===== config.mk =====
export PLATFORM = sky130hd
export DESIGN_NAME = digit_scan_gen
export DESIGN_NICKNAME = d
export VERILOG_FILES = /design/src/rtl/vga_pkg.sv /design/src/rtl/vga_timing.sv /design/src/rtl/digit_scan_gen.sv
export SDC_FILE = /design/constraint.sdc
export NUM_CORES = 1
export LEC_CHECK = 0
export ABC_AREA = 1
export BUFFER_PORTS_ARGS = -buffer_cell sky130_fd_sc_hd__buf_4
export CORE_ASPECT_RATIO = 1.75
export CORE_MARGIN = 4
export CORE_UTILIZATION = 60
export CTS_CLUSTER_SIZE = 20
export DETAILED_ROUTE_END_ITERATION = 7
export GPL_TIMING_DRIVEN = 0
export PLACE_DENSITY = 0.8
export SKIP_LAST_GASP = 1
export SLEW_MARGIN = 20
export SYNTH_ARGS = -nofsm -noshare
export SYNTH_HDL_FRONTEND = slang
export SYNTH_SLANG_ARGS = --single-unit
export TNS_END_PERCENT = 20

===== constraint.sdc =====
create_clock -name clk -period 2 [get_ports clk]
set_input_delay 0.5 -clock clk [delete_from_list [all_inputs] [get_ports clk]]
set_output_delay 0.5 -clock clk [all_outputs]
set_load 0.01 [all_outputs]

===== src/rtl/vga_pkg.sv =====
// rtl/vga_pkg.sv - shared VGA timing, code and digit-cell geometry constants
//
// Purpose: default 640x480@60 raster timing, derived totals, the special
//   digit codes understood by the seven-segment renderer, the default cell
//   geometry, and the handshake FSM state type.
// Ports: none (package).
package vga_pkg;

  localparam int VGA_H_ACTIVE = 640;
  localparam int VGA_H_FP     = 16;
  localparam int VGA_H_SYNC   = 96;
  localparam int VGA_H_BP     = 48;
  localparam int VGA_H_TOTAL  = VGA_H_ACTIVE + VGA_H_FP + VGA_H_SYNC + VGA_H_BP;

  localparam int VGA_V_ACTIVE = 480;
  localparam int VGA_V_FP     = 10;
  localparam int VGA_V_SYNC   = 2;
  localparam int VGA_V_BP     = 33;
  localparam int VGA_V_TOTAL  = VGA_V_ACTIVE + VGA_V_FP + VGA_V_SYNC + VGA_V_BP;

  localparam logic [3:0] CODE_FAIL    = 4'd10;
  localparam logic [3:0] CODE_SUCCESS = 4'd11;
  localparam logic [3:0] CODE_BLANK   = 4'd15;

  localparam int VGA_N_DIGITS    = 4;
  localparam int VGA_DIGIT_X0    = 80;
  localparam int VGA_DIGIT_PITCH = 120;
  localparam int VGA_DIGIT_Y0    = 170;
  localparam int VGA_DIGIT_W     = 80;
  localparam int VGA_DIGIT_H     = 140;

  typedef enum logic {
    HS_IDLE,
    HS_PENDING
  } hs_state_e;

endpackage


===== src/rtl/vga_timing.sv =====
// rtl/vga_timing.sv - raster counters and raw (stage-0) sync/de generation
//
// Purpose: sx/sy pixel counters advanced by the pixel-rate enable, plus
//   combinational sync, data-enable and frame-start derived from them.
// Ports:
//   clk_i, rst_ni      clock, synchronous active-low reset
//   pix_en_i           pixel-rate enable
//   sx_o, sy_o         stage-0 raster position
//   hsync_raw_o        active-low hsync for the stage-0 position
//   vsync_raw_o        active-low vsync for the stage-0 position
//   de_raw_o           active-video flag for the stage-0 position
//   frame_start_raw_o  high when the stage-0 position is (0,0)
module vga_timing import vga_pkg::*; #(
  parameter int H_ACTIVE = VGA_H_ACTIVE,
  parameter int H_FP     = VGA_H_FP,
  parameter int H_SYNC   = VGA_H_SYNC,
  parameter int H_BP     = VGA_H_BP,
  parameter int V_ACTIVE = VGA_V_ACTIVE,
  parameter int V_FP     = VGA_V_FP,
  parameter int V_SYNC   = VGA_V_SYNC,
  parameter int V_BP     = VGA_V_BP
) (
  input  logic       clk_i,
  input  logic       rst_ni,
  input  logic       pix_en_i,
  output logic [9:0] sx_o,
  output logic [9:0] sy_o,
  output logic       hsync_raw_o,
  output logic       vsync_raw_o,
  output logic       de_raw_o,
  output logic       frame_start_raw_o
);

  localparam logic [9:0] H_LAST   = 10'(H_ACTIVE + H_FP + H_SYNC + H_BP - 1);
  localparam logic [9:0] V_LAST   = 10'(V_ACTIVE + V_FP + V_SYNC + V_BP - 1);
  localparam logic [9:0] H_ACT    = 10'(H_ACTIVE);
  localparam logic [9:0] V_ACT    = 10'(V_ACTIVE);
  localparam logic [9:0] HS_START = 10'(H_ACTIVE + H_FP);
  localparam logic [9:0] HS_END   = 10'(H_ACTIVE + H_FP + H_SYNC);
  localparam logic [9:0] VS_START = 10'(V_ACTIVE + V_FP);
  localparam logic [9:0] VS_END   = 10'(V_ACTIVE + V_FP + V_SYNC);

  logic [9:0] sx_q, sx_d;
  logic [9:0] sy_q, sy_d;

  always_comb begin
    sx_d = sx_q;
    sy_d = sy_q;
    if (pix_en_i) begin
      if (sx_q == H_LAST) begin
        sx_d = '0;
        sy_d = (sy_q == V_LAST) ? '0 : sy_q + 10'd1;
      end else begin
        sx_d = sx_q + 10'd1;
      end
    end
  end

  always_ff @(posedge clk_i) begin
    if (!rst_ni) begin
      sx_q <= '0;
      sy_q <= '0;
    end else begin
      sx_q <= sx_d;
      sy_q <= sy_d;
    end
  end

  assign sx_o              = sx_q;
  assign sy_o              = sy_q;
  assign de_raw_o          = (sx_q < H_ACT) && (sy_q < V_ACT);
  assign hsync_raw_o       = !((sx_q >= HS_START) && (sx_q < HS_END));
  assign vsync_raw_o       = !((sy_q >= VS_START) && (sy_q < VS_END));
  assign frame_start_raw_o = (sx_q == '0) && (sy_q == '0);

endmodule


===== src/rtl/digit_scan_gen.sv =====
// rtl/digit_scan_gen.sv - VGA scan front end mapping pixels onto digit cells
//
// Purpose: raster timing, digit-cell mapping and a two-stage alignment
//   pipeline feeding the seven-segment renderer; digit sets arrive through
//   a valid/ready handshake and are committed only at the start of vblank.
// Ports:
//   clk, rst_n            clock, synchronous active-low reset
//   pix_en                pixel-rate enable; all state holds when low
//   digits_in             4-bit code per cell, cell k in [4k+3:4k]
//   digits_valid/ready    handshake for digits_in
//   sx_offset, sy_offset  pixel offset inside the current cell
//   number                code shown in the current cell (15 = blank)
//   slot_active           current pixel lies inside a cell
//   hsync, vsync, de      delay-aligned raster timing (syncs active low)
//   frame_start           one-tick pulse with output pixel (0,0)
module digit_scan_gen import vga_pkg::*; #(
  parameter int H_ACTIVE    = VGA_H_ACTIVE,
  parameter int H_FP        = VGA_H_FP,
  parameter int H_SYNC      = VGA_H_SYNC,
  parameter int H_BP        = VGA_H_BP,
  parameter int V_ACTIVE    = VGA_V_ACTIVE,
  parameter int V_FP        = VGA_V_FP,
  parameter int V_SYNC      = VGA_V_SYNC,
  parameter int V_BP        = VGA_V_BP,
  parameter int N_DIGITS    = VGA_N_DIGITS,
  parameter int DIGIT_X0    = VGA_DIGIT_X0,
  parameter int DIGIT_PITCH = VGA_DIGIT_PITCH,
  parameter int DIGIT_Y0    = VGA_DIGIT_Y0,
  parameter int DIGIT_W     = VGA_DIGIT_W,
  parameter int DIGIT_H     = VGA_DIGIT_H
) (
  input  logic                  clk,
  input  logic                  rst_n,
  input  logic                  pix_en,
  input  logic [4*N_DIGITS-1:0] digits_in,
  input  logic                  digits_valid,
  output logic                  digits_ready,
  output logic [9:0]            sx_offset,
  output logic [9:0]            sy_offset,
  output logic [3:0]            number,
  output logic                  slot_active,
  output logic                  hsync,
  output logic                  vsync,
  output logic                  de,
  output logic                  frame_start
);

  localparam int         IDX_W = (N_DIGITS > 1) ? $clog2(N_DIGITS) : 1;
  localparam logic [9:0] V_ACT = 10'(V_ACTIVE);
  localparam logic [10:0] Y_LO = 11'(DIGIT_Y0);
  localparam logic [10:0] Y_HI = 11'(DIGIT_Y0 + DIGIT_H);

  if (N_DIGITS > 1 && DIGIT_PITCH < DIGIT_W) begin : g_overlap_check
    $error("digit_scan_gen: DIGIT_PITCH < DIGIT_W makes digit cells overlap");
  end

  // Stage 0: raster counters
  logic [9:0] sx, sy;
  logic       hs_raw, vs_raw, de_raw, fs_raw;

  vga_timing #(
    .H_ACTIVE(H_ACTIVE), .H_FP(H_FP), .H_SYNC(H_SYNC), .H_BP(H_BP),
    .V_ACTIVE(V_ACTIVE), .V_FP(V_FP), .V_SYNC(V_SYNC), .V_BP(V_BP)
  ) u_timing (
    .clk_i             (clk),
    .rst_ni            (rst_n),
    .pix_en_i          (pix_en),
    .sx_o              (sx),
    .sy_o              (sy),
    .hsync_raw_o       (hs_raw),
    .vsync_raw_o       (vs_raw),
    .de_raw_o          (de_raw),
    .frame_start_raw_o (fs_raw)
  );

  // Cell mapper on the stage-0 position
  logic             col_hit_s0, row_hit_s0;
  logic [IDX_W-1:0] idx_s0;
  logic [9:0]       xoff_s0, yoff_s0;

  assign row_hit_s0 = ({1'b0, sy} >= Y_LO) && ({1'b0, sy} < Y_HI);
  assign yoff_s0    = sy - 10'(DIGIT_Y0);

  always_comb begin
    col_hit_s0 = 1'b0;
    idx_s0     = '0;
    xoff_s0    = '0;
    for (int k = 0; k < N_DIGITS; k++) begin
      if (({1'b0, sx} >= 11'(DIGIT_X0 + k * DIGIT_PITCH)) &&
          ({1'b0, sx} <  11'(DIGIT_X0 + k * DIGIT_PITCH + DIGIT_W))) begin
        col_hit_s0 = 1'b1;
        idx_s0     = IDX_W'(k);
        xoff_s0    = sx - 10'(DIGIT_X0 + k * DIGIT_PITCH);
      end
    end
  end

  // Handshake state; shown_q is what the raster displays
  hs_state_e                  state_q;
  logic                       ready_q;
  logic [N_DIGITS-1:0][3:0]   pending_q;
  logic [N_DIGITS-1:0][3:0]   shown_q;
  logic                       commit_tick;

  // Start of vertical blank as seen by the counters
  assign commit_tick = (sx == '0) && (sy == V_ACT);

  always_ff @(posedge clk) begin
    if (!rst_n) begin
      state_q   <= HS_IDLE;
      ready_q   <= 1'b1;
      pending_q <= '1;
      shown_q   <= '1;
    end else if (pix_en) begin
      case (state_q)
        HS_IDLE: begin
          if (digits_valid) begin
            pending_q <= digits_in;
            state_q   <= HS_PENDING;
            ready_q   <= 1'b0;
          end
        end
        HS_PENDING: begin
          if (commit_tick) begin
            shown_q <= pending_q;
            state_q <= HS_IDLE;
            ready_q <= 1'b1;
          end
        end
      endcase
    end
  end

  // Stage 1 and stage 2 alignment registers
  logic             hs_s1_q, vs_s1_q, de_s1_q, fs_s1_q, hit_s1_q;
  logic [IDX_W-1:0] idx_s1_q;
  logic [9:0]       xoff_s1_q, yoff_s1_q;
  logic             hs_q, vs_q, de_q, fs_q, slot_q;
  logic [9:0]       xoff_q, yoff_q;
  logic [3:0]       number_q;

  always_ff @(posedge clk) begin
    if (!rst_n) begin
      hs_s1_q   <= 1'b1;
      vs_s1_q   <= 1'b1;
      de_s1_q   <= 1'b0;
      fs_s1_q   <= 1'b0;
      hit_s1_q  <= 1'b0;
      idx_s1_q  <= '0;
      xoff_s1_q <= '0;
      yoff_s1_q <= '0;
      hs_q      <= 1'b1;
      vs_q      <= 1'b1;
      de_q      <= 1'b0;
      fs_q      <= 1'b0;
      slot_q    <= 1'b0;
      xoff_q    <= '0;
      yoff_q    <= '0;
      number_q  <= CODE_BLANK;
    end else if (pix_en) begin
      hs_s1_q   <= hs_raw;
      vs_s1_q   <= vs_raw;
      de_s1_q   <= de_raw;
      fs_s1_q   <= fs_raw;
      hit_s1_q  <= col_hit_s0 && row_hit_s0;
      idx_s1_q  <= idx_s0;
      xoff_s1_q <= xoff_s0;
      yoff_s1_q <= yoff_s0;
      hs_q      <= hs_s1_q;
      vs_q      <= vs_s1_q;
      de_q      <= de_s1_q;
      fs_q      <= fs_s1_q;
      slot_q    <= hit_s1_q;
      xoff_q    <= hit_s1_q ? xoff_s1_q : '0;
      yoff_q    <= hit_s1_q ? yoff_s1_q : '0;
      number_q  <= hit_s1_q ? shown_q[idx_s1_q] : CODE_BLANK;
    end
  end

  assign digits_ready = ready_q;
  assign sx_offset    = xoff_q;
  assign sy_offset    = yoff_q;
  assign number       = number_q;
  assign slot_active  = slot_q;
  assign hsync        = hs_q;
  assign vsync        = vs_q;
  assign de           = de_q;
  assign frame_start  = fs_q;

endmodule


# Word-level counts from Yosys, hierarchy flattened
# Cells that the tools add are included.
word_totals:
  register_bits: 110
  latch_bits: 0
  ramBits: 0
  romBits: 0
  output_inout_bits: 30
  elab_cells: 101
  mem_count: 0
op_classes:
  n_addsub: 7
  n_mul: 0
  div_mod_pow: 0
  n_lt_le_gt_ge: 17
  eq_ne: 5
  shifts: 0
  mux: 24
  bitwise_logic: 1
  reduce_logical: 19
op_table:
  columns: ["operator", "n"]
  rows:
  - ["2-to-1 mux 10 bit", 8]
  - ["< comparator 10 x 9 -> 1 bit (second input constant)", 5]
  - [">= comparator 10 x 9 -> 1 bit (second input constant)", 3]
  - ["< comparator 10 bit (second input constant)", 3]
  - ["adder 10 x 1 -> 10 bit (second input constant)", 2]
  - ["equality test 10 bit (second input constant)", 2]
  - [">= comparator 10 x 8 -> 1 bit (second input constant)", 2]
  - ["logical NOT 10 bit", 2]
  - ["subtractor 10 x 8 -> 10 bit (second input constant)", 2]
  - ["subtractor 10 x 9 -> 10 bit (second input constant)", 2]
  - ["logical AND 1 bit", 11]
  - ["equality test 10 x 9 -> 1 bit (second input constant)", 1]
  - [">= comparator 10 bit (second input constant)", 1]
  - [">= comparator 10 x 7 -> 1 bit (second input constant)", 1]
  - ["< comparator 10 x 8 -> 1 bit (second input constant)", 1]
  - ["subtractor 10 x 7 -> 10 bit (second input constant)", 1]
  - ["2-to-1 mux 1 bit", 9]
  - ["AND reduction 3 bit", 3]
  - ["binary-select mux 4 bit (select 2 bit)", 1]
  - ["2-to-1 mux 4 bit", 2]
  - ["2-to-1 mux 2 bit", 2]
  - ["one-hot mux 1 bit (2 select lines)", 2]
  - ["< comparator 2 x 3 -> 1 bit (second input constant)", 1]
  - ["logical NOT 1 bit", 2]
  - ["4 further kinds", 4]

# Logic depth before layout (Yosys ltp)
# Gate-level depths: netlist of the first run.
depth:
  ltp_word: 7
  mapped_depth: 14

# Hierarchy
# A second synthesis of the first run with hierarchy kept.
unflattened:
  hier_cells: 800
  area_unflattened_um2: 5666.7
modules_own_cells:
  columns: ["module", "n_inst", "cells_each", "area_each_um2", "seq_area_each_um2"]
  rows:
  - ["digit_scan_gen", 1, 606, 4431.8, 1801.7]
  - ["vga_timing", 1, 194, 1234.9, 400.4]

# Least setup slack after synthesis of the first run
# OpenSTA, ideal clock, no wires.
synth_path:
  kind: "reg-to-reg"
  start: "reg u_timing.sx_q[7], in the netlist u_timing.sx_o[7]"
  end: "reg u_timing.sy_q[7], in the netlist u_timing.sy_o[7]"
  t_arrival_ps: 1684
  required_time_ps: 1882
  slack_ps: 198
  stages_incl_launch_ff: 11
  synth_period_minus_slack_ps: 1802
  path_cell_list: "dfxtp_1 buf_2 inv_1 ha_1 nand2_1 nor2_2 nand3_4 nor4_2 nand2_1 o21ai_1 nor2_1"
synth_between:
  elab_chain_cells: 2
synth_rtl:
  columns: ["element", "line", "rtl"]
  rows:
  - ["start, declared", "vga_timing.sv:43", "logic [9:0] sx_q, sx_d;"]
  - ["start signal, assigned", "vga_timing.sv:61", "sx_q <= '0;"]
  - ["start signal, assigned", "vga_timing.sv:64", "sx_q <= sx_d;"]
  - ["equality test 10 bit", "vga_timing.sv:50", "if (sx_q == H_LAST) begin"]
  - ["AND reduction 2 bit (no line)", null, null]
  - ["end signal, assigned", "vga_timing.sv:65", "sy_q <= sy_d;"]
  - ["end, declared", "vga_timing.sv:44", "logic [9:0] sy_q, sy_d;"]
# No other way between the ends.
# A chain may end at the register's enable or synchronous reset.

# Worst setup path in the final report of the first run
layout_path:
  start: "reg u_timing.sx_q[6], in the netlist u_timing.sx_o[6]"
  end: "reg idx_s1_q[1]"
layout_between:
  elab_chain_cells: 4
  elab_cells_between_ends: 8
  cone_classes: "4 x order compare; 2 x mux; 2 x reduce/logical"
layout_rtl:
  columns: ["element", "line", "rtl"]
  rows:
  - [">= comparator 10 x 9 -> 1 bit / < comparator 10 x 9 -> 1 bit (equally long branches)", "digit_scan_gen.sv:89, digit_scan_gen.sv:90", null]
  - ["logical AND 1 bit", "digit_scan_gen.sv:89", "if (({1'b0, sx} >= 11'(DIGIT_X0 + k * DIGIT_PITCH)) &&"]
  - ["2-to-1 mux 2 bit", "digit_scan_gen.sv:89", null]
  - ["2-to-1 mux 2 bit (*)", "digit_scan_gen.sv:89", null]
  - ["end signal, assigned", "digit_scan_gen.sv:166", "idx_s1_q <= idx_s0;"]
  - ["end, declared", "digit_scan_gen.sv:136", "logic [IDX_W-1:0] idx_s1_q;"]
# Every way passes the cells marked *; elsewhere a longest branch is shown, timed or not.

==> qor.txt, run 1 <==
Status: complete, no violations
Vias per cell: 5.79
Ys flop type: dfxtp_1
CTS Buf Count: 9
Largest area contributor in the netlist: dfxtp_1
WL/cell: 17.8 um
Post-place setup slack: -0.294 ns
Crit path launch type: register
CTS root buf: clkbuf_16
Reg clk slew, reported paths: 0.07 ns
# Max-Cap Violations: 0
Final setup skew: 0.00773 ns
Port buffer count: 47
GRT met2 Usage: 59.2%
Cell variety after synth: 47
CTS tree: done
Clock sink count: 110
Worst Path Buf+Inv: 3
Slowest stage delay, CP: 0.41 ns
CP endpoint: idx_s1_q[1]
Starting DRT DRC Count: 445
Syn Area/Cell: 7.50 um2
Dpl cell area: 0.00610 mm2
Met3 Track Usage GR: 5.33%
Die H: 136 um
Nets: 862
Worst Setup SP: u_timing.sx_o[6]
Cells after Synth: 746
Synth top area cells: dfxtp_1 (39%), nand2_1 (12%), a21oi_1 (5.5%)
IR drop worst, VDD: 495 uV
DRC violations left: 0
Max-slew violations: 0
Detailed Place HPWL: 12500 um
Worst EP required: 2.25 ns
Share of cells above drive strength 1: 20.9%
Synth async-reset ratio: 0%
Reg2Reg Launch Point: u_timing.sx_o[6]
Largest family of logic cells by synthesized area: simple AND/OR/NAND/NOR gates
Number of enable flip-flop cells after synthesis: 0
# hold bufs at CTS: 0
Slowest-stage cell, CP: dfxtp_1
Vias in the first global route: 5250
Crit. End Element: register
Row cnt: 46
RSZ-0062 raised after global routing: yes
Design area: 0.00669 mm2
Met1 GRT Util: 29.9%
Hold crit path type: in -> reg
H-tree depth: 3
Worst Path Max Fanout: 10
Total power: 4.33 mW
Final core utilization: 73.5%
Starting Density: 61.5%
Final period utilization: 96.9%
Endpoints failing setup: 0
Worst-Margin Slew: 0.696 ns
Synth top area share: 39.4%
Area Growth Syn to Fin: 19.5%
Gate power share: 7.4%
Clk pwr share: 40.0%
Period minus WS final: 1.94 ns
Peak Freq: 516 MHz
Sw Share: 24.8%
# IOs: 50
Die area: 0.0110 mm2
CP Cell Sequence: inv_2 -> ha_1 -> nand3_1 -> nor2_1 -> nor2_1 -> nand2_2 -> nand2_4 -> buf_8 -> nand3_1 -> o211ai_1 -> inv_1
Ant diodes: 0
Vias: 5489
FF+latch count, synth: 110
FF-to-FF setup slack: 0.06 ns
Pin count of the biggest net entering global routing: 20
PwrDens: 648 mW/mm2
Worst R2R End: idx_s1_q[1]
Setup Crit Path Kind: reg -> reg
Cell internal pwr: 3.26 mW
Reg2reg path depth: 11
Core area: 0.00909 mm2
Die Wd: 81.0 um
CP delay by family, top: simple AND/OR/NAND/NOR gates
Top post-synthesis cells by count: nand2_1 (173), dfxtp_1 (110), inv_1 (62)
WP data arrival: 2.19 ns
Final Hold Viols: 0
Reg power frac: 52.5%
Synth warn: 0
Leakage: 3.02 nW
Synth Area in Compound Gates: 17.5%
Gpl congestion: 0.994
Clock Latency Late Sink: 0.35 ns
Crit path depth: 11
Pre-Repair DR Iteration Count: 5
Rel. slew slack: 53.6%
Net switching power: 1.08 mW
Synth Area in Simple Gates: 27.2%
Global-route wire length before repair: 26100 um
Post-route ant nets: 0
Synthesized area: 0.00559 mm2
Most numerous cell in the Yosys netlist: nand2_1
Total GRT Usage: 31.2%
Initial antenna violation count: 0
DRT Wirelength: 16900 um
Xor-xnor portion of the synthesized cell area: 2.82%
Fin worst setup slack: 0.0616 ns
CTS max path bufs: 2
Sequential-to-total area share from yosys stat: 39.4%
Global route overflow: 0
Syn_nets: 785
Busiest grt layer: met2
Proportion of synthesized area in mux cells: 0%
Adder-Cell Fraction of Synth Area: 4.25%
==> kinds of logic after synthesis <==
logic type	Yosys count
AND/OR/NAND/NOR	330
adder cells (fa/ha/maj)	19
buffers and inverters	116
flip-flops	110
XOR/XNOR	18
AO/OA/AOI/OAI	153
==> repair_timing <==
item                       CTS  global route
pin swaps                    4             8
setup buffers                4            15
setup endpoints to repair   48            43
resized for setup           10            30
==> registers in the layout, indices dropped and copies added (netlist names), 2 cells and up <==
signal	cells
pending_q	16
shown_q	16
sx_offset	10
sy_offset	10
u_timing.sx_o	10
u_timing.sy_o	10
xoff_s1_q	10
yoff_s1_q	10
number	4
idx_s1_q	2
==> layout by cell type (no fill, tap or decap), types with 9 or more instances in the layout <==
cell type and instances:
a21oi_1 59, buf_2 9, buf_4 68, clkbuf_1 20
clkbuf_16 9, dfxtp_1 107, ha_1 15, inv_1 59
inv_2 9, nand2_1 170, nand2_2 10, nand3_1 60
nor2_1 45, nor3_1 13, o211ai_1 25, o21ai_0 26
xor2_1 16
==> layer usage <==
layer | wire length, um | vias up
li1 | - | 2613
met1 | 5710 | 2562
met2 | 9160 | 230
met3 | 816 | 84
met4 | 1190 | 0
met5 | 0 | -
==> worst reg2reg max path: cells and delay by family (launching register included) <==
family	cells	cell delay (ns)
simple gates	6	0.67
flops	1	0.41
buf+inv	3	0.36
fa+ha+maj	1	0.28
compound gates	1	0.13
==> layout make-up <==
type | instances | area (um2)
plain buffers | 43 | 245
clock buffers | 10 | 239
clock inverters | 6 | 55.1
fillers | 751 | 2410
inverters | 73 | 288
multi-input cells | 520 | 3000
flip-flops and latches | 110 | 2210
well taps | 120 | 150
repair buffers | 66 | 499
==> worst min-delay path by stage <==
| stage | startpoint | end | slack [ns] | cells past startpoint |
|---|---|---|---|---|
| after detailed placement | shown_q[4] | shown_q[4] | 0.46 | 2 |
| after global placement | shown_q[10] | shown_q[10] | 0.45 | 2 |
| after CTS | digits_in[11] | pending_q[11] | 0.37 | 3 |
| final | digits_in[11] | pending_q[11] | 0.36 | 3 |
| after floorplan | shown_q[1] | shown_q[1] | 0.43 | 2 |
| after global routing | digits_in[4] | pending_q[4] | 0.37 | 3 |
==> power groups by stage <==
stage | Clock [mW] | Combinational (mW) | Sequential [mW]
4_1_cts | 1.74 | 0.308 | 2.28
5_1_grt | 1.83 | 0.353 | 2.28
3_3_place_gp | 0 | 0.293 | 2.33
3_5_place_dp | 0 | 0.301 | 2.33
2_1_floorplan | 0 | 0.191 | 2.32
6_report | 1.73 | 0.322 | 2.28
==> through the flow <==
step                      std cells  hold WS, ns  setup TNS (ns)
after floorplan                 746        0.429               0
after global placement          913        0.451           -8.39
after detailed placement        913        0.457           -8.97
after CTS                       933        0.366         -0.0421
after global routing            948        0.365         -0.0934
final                           948        0.360               0
No activity file was read; power rests on OpenSTA's default activity.
==> run 2, diff against run 1 <==
CORE_MARGIN = 2   (was 4)
CORE_UTILIZATION = 55   (was 60)
PLACE_DENSITY = 0.75   (was 0.8)
SETUP_SLACK_MARGIN = 0.1   (was unset)
==> run 2 against run 1 <==
Against the previous run:
- clock skew increased by 0.0031 ns
- register-to-register slack hardly changed
- fmax down 0.45%
- routed wire length grew 5.0%
- combinational power barely moved
- sequential power barely moved
- worst setup slack got worse by 0.0088 ns
- die area increased by 0.29%
- highest routed layer unchanged
==> qor.txt, run 2 (synthesis results as in run 1) <==
Post-route ant nets: 0
Most frequent cells in the layout: nand2_1 (169), dfxtp_1 (107), buf_4 (64)
CTS root buf: clkbuf_16
Clock Latency Late Sink: 0.36 ns
Die Wd: 80.2 um
CTS max path bufs: 2
Hold Path Origin: digits_in[1]
Total GRT Usage: 32.7%
Post-place setup slack: -0.403 ns
Die area: 0.0110 mm2
CTS Buf Count: 9
WP data arrival: 2.25 ns
Pin count of the biggest net entering global routing: 22
GRT met2 Usage: 64.1%
Worst Path Max Fanout: 6
Fin worst setup slack: 0.0528 ns
# IOs: 50
Core area: 0.00991 mm2
Reg2reg path depth: 10
Area Growth Syn to Fin: 19.2%
H-tree depth: 3
Final Hold Viols: 0
Met3 Track Usage GR: 5.18%
Met1 GRT Util: 29.8%
Clock sink count: 110
Starting Density: 56.5%
Busiest grt layer: met2
Peak Freq: 514 MHz
Ant diodes: 0
PwrDens: 658 mW/mm2
Design area: 0.00667 mm2
# hold bufs at CTS: 0
Status: complete, no violations
FF-to-FF setup slack: 0.05 ns
Worst-Margin Slew: 0.728 ns
Dpl cell area: 0.00610 mm2
DRT Wirelength: 17700 um
Hold_ws: 0.357 ns
Rel. slew slack: 51.5%
Crit path launch type: register
Hold crit path type: in -> reg
Final period utilization: 97.4%
Setup Crit Path Kind: reg -> reg
Worst hold endpoint: pending_q[1]
Starting DRT DRC Count: 420
Global route overflow: 0
Nets: 858
Vias: 5492
TNS Setup: 0 ns
Pre-Repair DR Iteration Count: 5
Initial antenna violation count: 0
Worst EP required: 2.30 ns
Vias in the first global route: 5211
RSZ-0062 raised after global routing: yes
Crit. End Element: register
Share of cells above drive strength 1: 21.2%
DRC violations left: 0
Final setup skew: 0.0108 ns
WL/cell: 18.7 um
Top Registers: pending_q (16), shown_q (16)
Hold-critical path depth: 3
CTS tree: done
Die H: 137 um
Global-route wire length before repair: 26700 um
Detailed Place HPWL: 13400 um
Leakage: 2.99 nW
Reg2Reg Launch Point: u_timing.sx_o[7]
Total power: 4.39 mW
Endpoints failing setup: 0
Port buffer count: 47
Most common cell after layout, fill and taps aside: nand2_1
Max-slew violations: 0
Worst R2R End: u_timing.sy_o[7]
Row cnt: 48
Worst Setup SP: u_timing.sx_o[7]
Vias per cell: 5.79
# Max-Cap Violations: 0
IR drop worst, VDD: 581 uV
Period minus WS final: 1.95 ns
Gpl congestion: 0.927
Reg clk slew, reported paths: 0.08 ns
Fillcell total: 908
run 2: cell type report:
cell class / instances / area (um2) / share of cell area, %
clock buffers: 9 / 225 / 3.38
inverters: 73 / 287 / 4.30
multi-input cells: 520 / 3010 / 45.1
flip-flops and latches: 110 / 2210 / 33.2
well taps: 125 / 156 / 2.35
repair buffers: 62 / 465 / 6.98
plain buffers: 43 / 240 / 3.60
clock inverters: 7 / 76.3 / 1.14
run 2: worst max-delay path by stage:
stage,to,slack (ns),cells after the start
after floorplan,u_timing.sy_o[7],0.20,10
after detailed placement,u_timing.sy_o[7],-0.40,10
final,u_timing.sy_o[7],0.05,10
after global routing,u_timing.sy_o[7],0.009,10
after CTS,xoff_s1_q[4],0.10,12
after global placement,u_timing.sy_o[8],-0.37,12
run 2: critical path, cell delays in order, from the launching register on:
cell        delay [ns]
dfxtp_4           0.35
buf_6             0.13
clkinvlp_4        0.13
ha_4              0.19
nand2_2           0.08
nor2_4            0.13
nand3_4           0.14
buf_4             0.17
nor3_1            0.26
a41oi_1           0.18
nor2_1            0.13
run 2: what timing repair did:
action | CTS | global route
endpoints found under the setup margin | 50 | 37
buffers inserted | 6 | 9
pin swaps | 4 | 9
resized for setup | 21 | 24
run 2: metal layers:
metal	up-vias	wire (um)
met5	-	0
met4	0	1190
met3	75	770
met2	209	9870
met1	2587	5900
li1	2621	-
run 2: stage by stage:
stage | util (%) | std cells
floorplan | - | 746
global placement | 61.6 | 918
detailed placement | 61.6 | 918
CTS | 65.8 | 940
global route | 67.3 | 949
finish | 67.3 | 949
run 2: power by group:
group | switching (mW) | internal, mW | total, mW
logic | 0.212 | 0.108 | 0.320
registers | 0.0306 | 2.24 | 2.27
clock network | 0.909 | 0.885 | 1.79
total | 1.15 | 3.24 | 4.39
